File: src/rtl/logic_unit_pkg.sv
// logic_unit_pkg: shared op codes, widths and skid-buffer state encoding
package logic_unit_pkg;
    localparam int OP_W = 3;
    typedef enum logic [OP_W-1:0] {
        OP_AND  = 3'd0,
        OP_OR   = 3'd1,
        OP_XOR  = 3'd2,
        OP_NAND = 3'd3,
        OP_NOR  = 3'd4,
        OP_XNOR = 3'd5,
        OP_NOTA = 3'd6,
        OP_PASSB = 3'd7
    } op_e;
    typedef enum logic [1:0] {EMPTY, ONE, FULL} skid_e;
endpackage

File: src/rtl/logic_unit_if.sv
// logic_unit_if: operand/result handshake bundle of the logic unit
interface logic_unit_if #(parameter int WIDTH = 4);
    import logic_unit_pkg::*;
    logic in_valid;
    logic in_ready;
    logic [WIDTH-1:0] a;
    logic [WIDTH-1:0] b;
    logic [OP_W-1:0] op;
    logic enable;
    logic acc;
    logic acc_clr;
    logic out_valid;
    logic out_ready;
    logic [WIDTH-1:0] result;
    logic flag_zero;
    logic flag_ones;
    logic flag_parity;
    modport master (
        output in_valid, a, b, op, enable, acc, acc_clr, out_ready,
        input in_ready, out_valid, result, flag_zero, flag_ones, flag_parity
    );
    modport slave (
        input in_valid, a, b, op, enable, acc, acc_clr, out_ready,
        output in_ready, out_valid, result, flag_zero, flag_ones, flag_parity
    );
endinterface

File: src/rtl/logic_unit_skid.sv
// logic_unit_skid: 2-entry skid buffer; in_ready decodes registered state only
module logic_unit_skid
    import logic_unit_pkg::*;
#(
    parameter int WIDTH = 7
) (
    input  logic clk,
    input  logic rst_n,
    input  logic in_valid,
    output logic in_ready,
    input  logic [WIDTH-1:0] in_data,
    output logic out_valid,
    input  logic out_ready,
    output logic [WIDTH-1:0] out_data
);
    skid_e state, state_n;
    logic [WIDTH-1:0] main_q, skid_q;
    logic push, pop;
    assign in_ready = state != FULL;
    assign out_valid = state != EMPTY;
    assign push = in_valid && in_ready;
    assign pop = out_valid && out_ready;
    assign out_data = main_q;
    always_comb begin
        state_n = state;
        case (state)
            EMPTY: state_n = push ? ONE : EMPTY;
            ONE: state_n = (push && !pop) ? FULL : ((pop && !push) ? EMPTY : ONE);
            FULL: state_n = pop ? ONE : FULL;
            default: state_n = EMPTY;
        endcase
    end
    always_ff @(posedge clk or negedge rst_n) begin
        if (!rst_n) state <= EMPTY;
        else state <= state_n;
    end
    always_ff @(posedge clk or negedge rst_n) begin
        if (!rst_n) begin
            main_q <= '0;
            skid_q <= '0;
        end else begin
            if (push && (state == EMPTY || pop)) main_q <= in_data;
            else if (state == FULL && pop) main_q <= skid_q;
            if (push && state == ONE && !pop) skid_q <= in_data;
        end
    end
endmodule

File: src/rtl/logic_unit.sv
// logic_unit: gated bitwise op unit with accumulator feeding a skid-buffered result
module logic_unit
    import logic_unit_pkg::*;
#(
    parameter int WIDTH = 4
) (
    input logic clk,
    input logic rst_n,
    logic_unit_if.slave bus
);
    logic [WIDTH-1:0] acc_q, opa, opb, res, out_res;
    logic [WIDTH+2:0] out_data;
    logic accept;
    op_e op;
    assign op = op_e'(bus.op);
    assign accept = bus.in_valid && bus.in_ready;
    assign opa = (!bus.enable || bus.acc_clr) ? '0 : (bus.acc ? acc_q : bus.a);
    assign opb = bus.enable ? bus.b : '0;
    always_comb begin
        res = '0;
        case (op)
            OP_AND: res = opa & opb;
            OP_OR: res = opa | opb;
            OP_XOR: res = opa ^ opb;
            OP_NAND: res = ~(opa & opb);
            OP_NOR: res = ~(opa | opb);
            OP_XNOR: res = ~(opa ^ opb);
            OP_NOTA: res = ~opa;
            OP_PASSB: res = opb;
            default: res = '0;
        endcase
    end
    // acc_q tracks every accepted result so a following acc beat needs no bubble
    always_ff @(posedge clk or negedge rst_n) begin
        if (!rst_n) acc_q <= '0;
        else if (accept) acc_q <= res;
    end
    logic_unit_skid #(.WIDTH(WIDTH + 3)) u_skid (
        .clk(clk),
        .rst_n(rst_n),
        .in_valid(bus.in_valid),
        .in_ready(bus.in_ready),
        .in_data({res, ~|res, &res, ^res}),
        .out_valid(bus.out_valid),
        .out_ready(bus.out_ready),
        .out_data(out_data)
    );
    assign out_res = out_data[WIDTH+2:3];
    assign bus.result = out_res;
    assign bus.flag_zero = out_data[2];
    assign bus.flag_ones = out_data[1];
    assign bus.flag_parity = out_data[0];
endmodule

File: src/flat_wrapper.sv
// flat-port wrapper written by rule: the top's interface ports become plain ports
module logic_unit_flat import logic_unit_pkg::*;
#(
    parameter int WIDTH = 4
)
  (clk, rst_n, bus_in_valid, bus_a, bus_b, bus_op, bus_enable, bus_acc, bus_acc_clr, bus_out_ready, bus_in_ready, bus_out_valid, bus_result, bus_flag_zero, bus_flag_ones, bus_flag_parity);
  logic_unit_if #(.WIDTH(WIDTH)) bus_i ();
  input logic clk;
  input logic rst_n;
  input wire logic [$bits(bus_i.in_valid)-1:0] bus_in_valid;
  input wire logic [$bits(bus_i.a)-1:0] bus_a;
  input wire logic [$bits(bus_i.b)-1:0] bus_b;
  input wire logic [$bits(bus_i.op)-1:0] bus_op;
  input wire logic [$bits(bus_i.enable)-1:0] bus_enable;
  input wire logic [$bits(bus_i.acc)-1:0] bus_acc;
  input wire logic [$bits(bus_i.acc_clr)-1:0] bus_acc_clr;
  input wire logic [$bits(bus_i.out_ready)-1:0] bus_out_ready;
  output wire logic [$bits(bus_i.in_ready)-1:0] bus_in_ready;
  output wire logic [$bits(bus_i.out_valid)-1:0] bus_out_valid;
  output wire logic [$bits(bus_i.result)-1:0] bus_result;
  output wire logic [$bits(bus_i.flag_zero)-1:0] bus_flag_zero;
  output wire logic [$bits(bus_i.flag_ones)-1:0] bus_flag_ones;
  output wire logic [$bits(bus_i.flag_parity)-1:0] bus_flag_parity;
  assign bus_i.in_valid = bus_in_valid;
  assign bus_i.a = bus_a;
  assign bus_i.b = bus_b;
  assign bus_i.op = bus_op;
  assign bus_i.enable = bus_enable;
  assign bus_i.acc = bus_acc;
  assign bus_i.acc_clr = bus_acc_clr;
  assign bus_i.out_ready = bus_out_ready;
  assign bus_in_ready = bus_i.in_ready;
  assign bus_out_valid = bus_i.out_valid;
  assign bus_result = bus_i.result;
  assign bus_flag_zero = bus_i.flag_zero;
  assign bus_flag_ones = bus_i.flag_ones;
  assign bus_flag_parity = bus_i.flag_parity;
  logic_unit #(.WIDTH(WIDTH)) u_core (.clk(clk), .rst_n(rst_n), .bus(bus_i));
endmodule
File: config.mk
export PLATFORM = sky130hd
export DESIGN_NAME = logic_unit_flat
export DESIGN_NICKNAME = d
export VERILOG_FILES = /design/src/rtl/logic_unit_pkg.sv /design/src/rtl/logic_unit_if.sv /design/src/rtl/logic_unit_skid.sv /design/src/rtl/logic_unit.sv /design/src/flat_wrapper.sv
export SDC_FILE = /design/constraint.sdc
export NUM_CORES = 1
export LEC_CHECK = 0
export BUFFER_PORTS_ARGS = -buffer_cell sky130_fd_sc_hd__buf_2
export CAP_MARGIN = 20
export CELL_PAD_IN_SITES_DETAIL_PLACEMENT = 1
export CELL_PAD_IN_SITES_GLOBAL_PLACEMENT = 2
export CORE_UTILIZATION = 30
export DETAILED_ROUTE_END_ITERATION = 6
export PLACE_DENSITY = 0.79
export SLEW_MARGIN = 20
export SYNTH_ARGS = -nofsm -noshare
export SYNTH_HDL_FRONTEND = slang
export SYNTH_SLANG_ARGS = --single-unit
File: constraint.sdc
create_clock -name clk -period 2.4 [get_ports clk]
set_input_delay 0.48 -clock clk [delete_from_list [all_inputs] [get_ports clk]]
set_output_delay 0.48 -clock clk [all_outputs]
set_load 0.1 [all_outputs]
After elaboration in Yosys (flattened, before gate mapping). Cells that the tools add are included. W data, S select, Z words.

Add/subtract/negate cells: 0. Multiply operators: 0. Divide/modulo/power cells: 0. Order comparisons: 0. Equality and inequality tests: 10. Shifts and indexed selects: 0. Multiplexer cells: 11. Bitwise operators: 7. Reduce and logical (&&, ||, !) cells: 21.

Operator list (count): $pmux W4 S8 (1); $not A4 Y4 (4); $mux W7 (2); $eq A3 B3 Y1 const B (4); $mux W4 (3); $logic_and A1 B1 Y1 (8); $eq A3 B2 Y1 const B (2); $pmux W2 S3 (1); $and A4 B4 Y4 (1); $logic_not A1 Y1 (4); $mux W2 (2); $or A4 B4 Y4 (1); $reduce_and A4 Y1 (1); $reduce_bool A2 Y1 (2); $reduce_or A4 Y1 (1); $reduce_xor A4 Y1 (1); $xor A4 B4 Y4 (1); $eq A3 B1 Y1 const B (1); $logic_not A3 Y1 (1); $eq A2 B1 Y1 const B (1); $eq A2 B2 Y1 const B (1); $logic_not A2 Y1 (1); $logic_or A1 B1 Y1 (2); $mux W1 (2); $ne A2 B2 Y1 const B (1).

Flip-flop bits (word level): 20. Bits in latches: 0. RAM bits: 0. Bits in read-only memories: 0. Input port bits: 18. Output and inout bits: 9. Word-level logic and storage cells: 53. Memories kept: 0.

Longest topological paths before layout. Gate-level depths: netlist (run 1).

Word-level depth: 9. Gate-level depth with buffers: 12. Gate-level depth less buffers: 12.

Modules after synthesis. From an unflattened synthesis (run 1), not the netlist that was laid out.

Cells, all modules: 159. Area, all modules: 1655.3 sq um.

Modules (own cells, without submodules): logic_unit (instances 1, cells an instance 107, area each 865.8 sq um, sequential area each 100.1 sq um); logic_unit_skid (instances 1, cells an instance 52, area each 789.5 sq um, sequential area each 400.4 sq um).

Worst setup path before layout (run 1). OpenSTA, ideal clock, no wires.

Path kind: input-to-reg. From: input bus_acc_clr. To: register u_core.u_skid.main_q[0] (netlist: u_core.u_skid.out_data[0]). Library setup time: 0.127 ns. Arrival time: 2.666 ns. Required time: 2.273 ns. Path slack: -0.393 ns. Cell stages on the path: 12. Buffers on the path: 0. Path through: and2b_1 > nor2b_1 > inv_1 > ha_1 > or2_1 > a21oi_1 > a21oi_1 > a31o_1 > ha_1 > xnor2_1 > nor2_1 > a221o_1.

Word-level cells in the longest chain between the ends: 7. Elaborated cells between the ends (all ways): 12. Classes of those cells: mux: 3; bitwise: 7; reduce/logical: 2.

Ends and longest elaborated chain: start, declared (line flat_wrapper.sv:16) `input wire logic [$bits(bus_i.acc_clr)-1:0] bus_acc_clr;`; $logic_or A1 B1 Y1 * (line logic_unit.sv:17) `assign opa = (!bus.enable || bus.acc_clr) ? '0 : (bus.acc ? acc_q : bus.a);`; $mux W4 * (line logic_unit.sv:17); $xor A4 B4 Y4 (tied with other cells) (line logic_unit.sv:24, logic_unit.sv:27); $not A4 Y4, on equally long branches (line logic_unit.sv:27, logic_unit.sv:25, logic_unit.sv:26); $pmux W4 S8 * (line logic_unit.sv:21) `case (op)`; $reduce_xor A4 Y1 * (line logic_unit.sv:43) `.in_data({res, ~|res, &res, ^res}),`; $mux W7 * (line logic_unit_skid.sv:42) `if (push && (state == EMPTY || pop)) main_q <= in_data;`; end signal, assigned (line logic_unit_skid.sv:42); end signal, assigned (line logic_unit_skid.sv:43) `else if (state == FULL && pop) main_q <= skid_q;`; end, declared (line logic_unit_skid.sv:17) `logic [WIDTH-1:0] main_q, skid_q;`.

Every way passes the cells marked *; elsewhere a longest branch is shown, timed or not. A chain may end at the register's enable or synchronous reset.

Worst setup path after layout (run 1). Ends and elaborated chain as after synthesis.

==> impl_metrics.csv, run 1 <==
group,metric,value,unit
route,drc,0,
pwr,powerDensity,903,nW/um2
route,viasPerCell,5.05,
floorplan,die_w,74.7,um
worst_setup_path,critPathTopFamily,"simple AND/OR/NAND/NOR gates",
global_route,grt_use_total,18.5,%
global_route,use_met3,3.08,%
floorplan,die_h,74.7,um
clock_tree,worstSkewPairLatency,0.25,ns
finish,final_area,2360,um2
placement,place_hpwl,3800,um
global_route,grt-busiest-layer,"met2",
global_route,use_met1,25.3,%
clock_tree,hold_buffers,0,
clock_tree,cts_root_buf,"clkbuf_8",
floorplan,initial_core_util,31.0,%
worst_setup_path,arrival,2.68,ns
route,drt-total-wl,4800,um
job,maxCapViolCount,0,
timing,fin_skew,0.00227,ns
timing,post-route-period-util,106,%
worst_setup_path,crit_buf_inv,2,
finish,antenna-diode-count,0,
worst_setup_path,cp_slowest_cell,"and2b_4",
clock_tree,clockBufferDepth,2,
route,antenna_left,0,
floorplan,coreArea,5110,um2
worst_setup_path,critPathMostFrequentCell,"ha_4",
finish,drive_above_1_share,47.4,%
global_route,grt_pass1_vias,1634,
timing,relSlewSlack,67.2,%
worst_setup_path,crit_fanout,5,
worst_hold_path,hp-class,"in2async",
synth,netlist_instances,178,
synth,ys.warnings.count,0,
clock_tree,clock-sinks,20,
finish,mostFrequentLayoutCells,"buf_4, buf_2, dfrtp_1",
pwr,irDropWorstVdd,0.862,mV
synth,seq_area_frac_synth,31.6,%
clock_tree,cts_tree,"done",
route,first_pass_iters,4,
synth,synthDistinctLibCells,47,
synth,synth_area,1590,um2
timing,fmax,394,MHz
timing,rsz0062_at_grt,"yes",
synth,syn_area_per_cell,8.91,um2
timing,maxSlewViolCount,0,
clock_tree,cts_htree_levels,1,
synth,synth_ff_type,"dfrtp_1",
pwr,leakagePower,1.13,nW
synth,synth_edf_count,0,
timing,setup_viol,3,
route,drt_iter0_markers,72,
clock_tree,clk_pin_slew,0.07,ns
floorplan,io_pins,27,
timing,tightest_slew,0.495,ns
route,vias,1610,
clock_tree,cts_made_buffers,3,
finish,final_common_cell,"buf_4",
worst_setup_path,crit_required,2.54,ns
finish,nets,281,
finish,final_cells,319,
timing,layout_setup_ws,-0.138,ns
worst_setup_path,max_stage_delay,0.29,ns
placement,dpl_cell_area,2090,um2
finish,areaGrowthSynthToFinish,48.9,%
global_route,grt_pass1_wl,7870,um
timing,hold_viol_final,0,
worst_setup_path,path_cells,"buf_2 > and2b_4 > buf_4 > nand2_4 > ha_4 > mux2_2 > o211ai_1 > a211oi_2 > or2_1 > ha_4 > xnor2_2 > nor2_1 > a221o_1",
placement,place_congestion,0.784,
route,wl_per_cell,15.1,um
timing,min_period,2.54,ns
worst_setup_path,worstSetupPathType,"in2reg",
synth,ys_ff_latch,20,
global_route,grt_max_degree,21,
global_route,grt-ovfl-total,0,
floorplan,die_area,5580,um2
worst_setup_path,cp-end-kind,"flip-flop",
status,status,"finished with violations",
synth,syn-num-nets,209,
synth,async_flop_share,100,%
floorplan,rows,26,
global_route,grt_use_met2,31.7,%
worst_setup_path,startpoint_type,"primary input",
placement,dpl.cell_count,306,
placement,port_buffers,26,
global_route,antenna_found_initial,0,
status,violations,"setup timing",
cell families (layout without fill, tap and decap cells):
kind of cell	after synthesis	after routing	share of synthesized area (%)
XOR/XNOR	1	1	0.553
AND/OR/NAND/NOR	68	68	22.9
multiplexers	11	11	7.50
buffers and inverters	20	91	5.29
adder cells (fa/ha/maj)	13	13	10.3
flip-flops	20	20	31.6
AO/OA/AOI/OAI	45	45	21.9
path summary, 6_finish.rpt:
path / startpoint / to / slack, ns / cells after the start
worst max-delay path: bus_acc_clr / u_core.u_skid.out_data[0] / -0.14 / 13
worst min-delay path: rst_n / u_core.u_skid.state[1] / 0.17 / 1
worst max register to register: u_core.acc_q[1] / u_core.u_skid.out_data[0] / -0.11 / 11
worst min register to register: u_core.u_skid.skid_q[6] / u_core.u_skid.skid_q[6] / 0.50 / 2
max in group asynchronous: rst_n / u_core.u_skid.out_data[4] / 1.91 / 1
min in group clk: bus_out_ready / u_core.u_skid.state[1] / 0.48 / 2
metrics by stage:
stage	hold slack, ns	total power [mW]	util, %	TNS, ns	setup slack (ns)
detailed placement	0.463	1.78	40.9	-2.10	-0.570
CTS	0.180	2.13	45.2	-0.261	-0.145
global placement	0.458	1.75	40.9	-1.71	-0.473
global route	0.201	2.25	46.2	-0.449	-0.185
floorplan	0.184	1.47	-	-0.222	-0.222
finish	0.167	2.13	46.2	-0.250	-0.138
cell type report:
type,count,area [um2]
Sequential cell,20,500
Timing Repair Buffer,72,494
Clock buffer,4,55.1
Tap cell,70,87.6
Fill cell,613,2750
Inverter,15,56.3
Multi-Input combinational cell,138,1170
state kept, by name, indices dropped and copies added (netlist names):
name and flops:
u_core.acc_q 4, u_core.u_skid.state 2, u_core.u_skid.skid_q 7, u_core.u_skid.out_data 7
power breakdown:
part | internal [mW] | total (mW) | switching [mW]
clock | 0.146 | 0.257 | 0.111
combinational | 0.432 | 1.30 | 0.868
sequential | 0.476 | 0.574 | 0.0984
Yosys cell counts, types with 2 or more instances:
master	count	share of area, %
inv_1	15	3.6
nand3b_1	3	1.4
o21ai_1	4	1.3
ha_1	13	10
nor2b_1	5	2.0
mux2_2	7	5.0
o31ai_1	3	1.4
nor3_1	5	1.6
or2_1	2	0.79
nand2_1	22	5.2
o22ai_1	2	0.79
a41oi_1	2	1.1
nand2b_1	6	2.4
and2_1	3	1.2
dfrtp_1	20	32
nand3_1	4	1.3
mux2i_1	4	2.5
a32o_1	2	1.3
o21ai_0	6	1.9
buf_2	4	1.3
a221o_1	3	1.9
nor2_1	9	2.1
a21oi_1	10	3.2
metal layers:
layer	vias up	wire, um
met5	-	0
met2	25	2400
met3	2	164
met4	0	19
met1	797	2220
li1	786	-
timing repair:
item	4_1_cts	5_1_grt
setup endpoints to repair	4	5
pin swaps	11	8
setup buffers	6	3
resized for setup	24	7
Power figures use the tool's default switching activity.
==> inputs of run 2 (changes only) <==
SKIP_LAST_GASP = 1   (was not set)
==> impl_metrics.csv, run 2 (same netlist as run 1, synthesis figures left out) <==
group,metric,value,unit
route,drt_iter0_markers,72,
timing,hold_slack,0.167,ns
worst_setup_path,cp_slowest_cell,"and2b_4",
route,top_layer_used,"met4",
finish,areaGrowthSynthToFinish,49.1,%
finish,nets,281,
global_route,grt-ovfl-total,0,
clock_tree,cts_htree_levels,1,
pwr,clkPwrFrac,12.0,%
worst_setup_path,startpoint_type,"primary input",
placement,dpl.cell_count,306,
finish,final_cells,319,
global_route,grt_pass1_wl,7870,um
status,violations,"setup timing",
floorplan,die_h,74.7,um
timing,fin_skew,0.00227,ns
clock_tree,clk_pin_slew,0.07,ns
status,status,"finished with violations",
global_route,grt_use_total,18.5,%
global_route,grt_pass1_vias,1634,
worst_setup_path,max_stage_delay,0.29,ns
job,maxCapViolCount,0,
floorplan,die_area,5580,um2
worst_setup_path,crit_required,2.54,ns
worst_setup_path,worstSetupPathType,"in2reg",
timing,rsz0062_at_grt,"yes",
floorplan,die_w,74.7,um
worst_setup_path,path_cells,"buf_2 > and2b_4 > buf_4 > nand2_4 > ha_4 > mux2_2 > o211ai_1 > a211oi_2 > or2_1 > ha_4 > xnor2_2 > nor2_1 > a221o_1",
worst_setup_path,critPathMostFrequentCell,"ha_4",
floorplan,coreArea,5110,um2
route,drc,0,
clock_tree,clockBufferDepth,2,
route,wirelength_met1,2210,um
global_route,antenna_found_initial,0,
timing,hold_viol_final,0,
worst_setup_path,crit_fanout,5,
timing,fmax,394,MHz
pwr,irDropWorstVdd,0.862,mV
pwr,p_switching,1.08,mW
timing,post-route-period-util,106,%
placement,place_congestion,0.784,
route,route.met2.wl,2410,um
pwr,leakagePower,1.13,nW
finish,antenna-diode-count,0,
finish,final_area,2360,um2
pwr,powerDensity,902,nW/um2
timing,relSlewSlack,67.2,%
pwr,netSwitchingFraction,50.5,%
route,wl_per_cell,15.1,um
finish,drive_above_1_share,47.8,%
clock_tree,cts_root_buf,"clkbuf_8",
placement,place_hpwl,3800,um
worst_setup_path,cp-end-kind,"flip-flop",
floorplan,io_pins,27,
route,first_pass_iters,4,
floorplan,initial_core_util,31.0,%
worst_setup_path,arrival,2.68,ns
pwr,p_int,1.05,mW
pwr,pwr-share-comb,61.0,%
route,drt-total-wl,4800,um
worst_hold_path,hp-class,"in2async",
clock_tree,worstSkewPairLatency,0.25,ns
route,met3_length,164,um
pwr,p_total,2.13,mW
finish,final_common_cell,"buf_4",
worst_setup_path,crit_buf_inv,2,
timing,layout_setup_ws,-0.138,ns
timing,tightest_slew,0.495,ns
route,viasPerCell,5.04,
placement,dpl_cell_area,2090,um2
timing,setup_viol,3,
timing,maxSlewViolCount,0,
route,vias,1607,
clock_tree,cts_tree,"done",
floorplan,rows,26,
finish,mostFrequentLayoutCells,"buf_4, buf_2, dfrtp_1",
pwr,seqPwrFrac,26.9,%
global_route,grt_max_degree,21,
clock_tree,cts_made_buffers,3,
route,antenna_left,0,
worst_setup_path,critPathTopFamily,"simple AND/OR/NAND/NOR gates",
timing,min_period,2.54,ns
clock_tree,clock-sinks,20,
placement,port_buffers,26,
[run 2: cell counts in the layout (fill, tap and decap cells not counted)]
Identical to the previous run, type by type.
[run 2: worst paths after layout]
path | from | to | slack (ns) | depth (start not counted)
worst max-delay path | bus_acc_clr | u_core.u_skid.out_data[0] | -0.14 | 13
worst min-delay path | rst_n | u_core.u_skid.state[1] | 0.17 | 1
worst max register to register | u_core.acc_q[1] | u_core.u_skid.out_data[0] | -0.11 | 11
worst min register to register | u_core.u_skid.skid_q[6] | u_core.u_skid.skid_q[6] | 0.50 | 2
max in group asynchronous | rst_n | u_core.u_skid.out_data[4] | 1.91 | 1
min in group clk | bus_out_ready | u_core.u_skid.state[1] | 0.48 | 2
[run 2: metal layers]
metal  track usage [%]  vias up
met1              25.3      794
met5                 0        -
li1                  -      786
met4              1.89        0
met2              31.7       25
met3              3.08        2
[run 2: layout make-up]
| cell class | count | area (um2) |
|---|---|---|
| Fill cell | 613 | 2740 |
| Multi-Input combinational cell | 138 | 1170 |
| Sequential cell | 20 | 500 |
| Timing Repair Buffer | 72 | 494 |
| Tap cell | 70 | 87.6 |
| Inverter | 15 | 56.3 |
| Clock buffer | 4 | 55.1 |
[run 2: power by group through the flow]
stage | sequential (mW) | clock (mW) | combinational [mW]
finish | 0.574 | 0.257 | 1.30
global route | 0.593 | 0.273 | 1.39
CTS | 0.576 | 0.264 | 1.28
detailed placement | 0.581 | 0 | 1.20
global placement | 0.575 | 0 | 1.18
floorplan | 0.898 | 0 | 0.576
[run 2: timing repair]
action,in CTS,in global routing
setup buffers,6,3
resized for setup,23,9
endpoints found under the hold margin,0,0
hold buffers,0,0
cloned,0,0
pin swaps,11,8
setup endpoints to repair,4,5
[run 2: through the flow]
step                      TNS (ns)  utilization [%]  worst slack [ns]
after floorplan             -0.222                -            -0.222
after global placement       -1.71             40.9            -0.473
after detailed placement     -2.10             40.9            -0.570
after CTS                   -0.269             45.1            -0.145
after global routing        -0.459             46.3            -0.185
final                       -0.250             46.3            -0.138
==> inputs of run 3 (changes only) <==
BUFFER_PORTS_ARGS = not set   (was -buffer_cell sky130_fd_sc_hd__buf_2)
CORE_UTILIZATION = 34   (was 30)
DONT_BUFFER_PORTS = 1   (was not set)
==> impl_metrics.csv, run 3 (same netlist as run 1, synthesis figures left out) <==
group,metric,value,unit
finish,utilization,46.4,%
timing,min_period,2.47,ns
placement,dpl_cell_area,1840,um2
placement,port_buffers,0,
worst_setup_path,worstSetupPathType,"reg2reg",
finish,final_area,2050,um2
timing,setup_viol,2,
timing,fin_skew,0.00742,ns
clock_tree,cts_made_buffers,3,
job,maxCapViolCount,0,
placement,place_hpwl,3580,um
placement,pre_cts_ws,-0.368,ns
global_route,antenna_found_initial,0,
timing,rsz0062_at_grt,"yes",
finish,nets,238,
global_route,grt_pass1_wl,7890,um
clock_tree,clockBufferDepth,2,
placement,place_congestion,0.771,
worst_setup_path,ff2ff_setup_slack,-0.07,ns
clock_tree,cts_tree,"done",
worst_setup_path,reg2reg_depth,11,
floorplan,die_w,70.3,um
global_route,grt_max_degree,21,
finish,fillCellCount,518,
pwr,powerDensity,1010,nW/um2
clock_tree,cts_root_buf,"clkbuf_8",
worst_setup_path,r2r_start,"u_core.acc_q[2]",
timing,post-route-period-util,103,%
global_route,grt-ovfl-total,0,
clock_tree,worstSkewPairLatency,0.26,ns
finish,drive_above_1_share,34.0,%
route,antenna_left,0,
clock_tree,clock-sinks,20,
floorplan,io_pins,27,
status,violations,"setup timing",
status,status,"finished with violations",
pwr,irDropWorstVdd,0.547,mV
clock_tree,cts_htree_levels,1,
route,drc,0,
finish,final_common_cell,"buf_4",
worst_setup_path,crit_required,2.55,ns
finish,seq_area,500,um2
route,first_pass_iters,4,
worst_setup_path,worstReg2RegEnd,"u_core.u_skid.out_data[0]",
timing,maxSlewViolCount,0,
route,wl_per_cell,17.7,um
global_route,grt_pass1_vias,1597,
route,drt-total-wl,4570,um
pwr,leakagePower,0.954,nW
floorplan,coreArea,4410,um2
timing,hold_viol_final,0,
floorplan,die_h,70.3,um
timing,layout_setup_ws,-0.0718,ns
clock_tree,clk_pin_slew,0.08,ns
worst_setup_path,startpoint_type,"flip-flop",
route,viasPerCell,5.70,
finish,antenna-diode-count,0,
timing,tightest_slew,0.942,ns
finish,areaGrowthSynthToFinish,29.1,%
worst_setup_path,crit_fanout,3,
worst_hold_path,hold_end,"u_core.u_skid.state[1]",
route,vias,1470,
finish,multi_input_area,1150,um2
worst_setup_path,cp-end-kind,"flip-flop",
worst_setup_path,arrival,2.62,ns
floorplan,rows,24,
route,drt_iter0_markers,80,
floorplan,die_area,4940,um2
worst_hold_path,hp-class,"in2reg",
floorplan,initial_core_util,35.9,%
timing,relSlewSlack,37.0,%
finish,mostFrequentLayoutCells,"buf_4, dfrtp_1, nand2_1",
global_route,grt_use_total,20.2,%
worst_hold_path,min_from,"bus_out_ready",
worst_hold_path,min_path_cells,1,
timing,fmax,405,MHz
timing,hold_slack,0.330,ns
==> run 3: cell type report <==
type                       count  area share (%)
tap                           52            3.18
inverter                      15            2.75
multi-input combinational    138            56.2
clock buffer                   4            2.69
sequential                    20            24.4
timing repair buffer          29            10.8
==> run 3: report_power, final <==
group          internal, mW  total, mW  switching [mW]  leakage [nW]
sequential            0.473      0.702           0.229         0.245
combinational         0.389       1.10           0.715         0.680
clock                 0.146      0.263           0.117        0.0288
total                  1.01       2.07            1.06         0.954
==> run 3: worst max-delay path by stage <==
stage	startpoint	endpoint	slack [ns]	cells past startpoint
global placement	bus_acc	u_core.u_skid.out_data[0]	-0.28	11
detailed placement	bus_acc_clr	u_core.u_skid.out_data[0]	-0.37	11
global route	u_core.acc_q[0]	u_core.u_skid.out_data[0]	-0.17	11
CTS	u_core.acc_q[2]	u_core.u_skid.out_data[0]	-0.11	11
finish	u_core.acc_q[2]	u_core.u_skid.out_data[0]	-0.07	11
floorplan	bus_acc	u_core.u_skid.out_data[0]	-0.22	11
==> run 3: repair_timing <==
| item | 4_1_cts | 5_1_grt |
|---|---|---|
| pin swaps | 7 | 3 |
| hold buffers | 1 | 0 |
| endpoints found under the hold margin | 20 | 0 |
| endpoints found under the setup margin | 2 | 5 |
| setup buffers | 4 | 0 |
| resized for setup | 18 | 7 |
==> run 3: through the flow <==
step	power (mW)	std cells	setup TNS, ns
floorplan	1.47	178	-0.222
global placement	1.67	249	-0.689
detailed placement	1.73	249	-1.02
CTS	2.07	258	-0.107
global route	2.19	258	-0.362
finish	2.07	258	-0.0759
==> run 3: routing by layer <==
layer	wire [um]	vias up	GRT usage (%)
li1	-	701	-
met1	2100	737	26.0
met2	2320	27	34.9
met3	113	5	3.03
met4	30	0	5.56
met5	0	-	0
==> run 3: worst max-delay path, cell delays in order (launching register included) <==
cell,delay (ns)
dfrtp_1,0.39
mux2_4,0.27
nand2_2,0.09
inv_1,0.05
ha_1,0.30
nand2b_4,0.15
o32a_1,0.18
and3_1,0.17
ha_1,0.30
xnor2_2,0.16
nor2_1,0.06
a221o_1,0.25
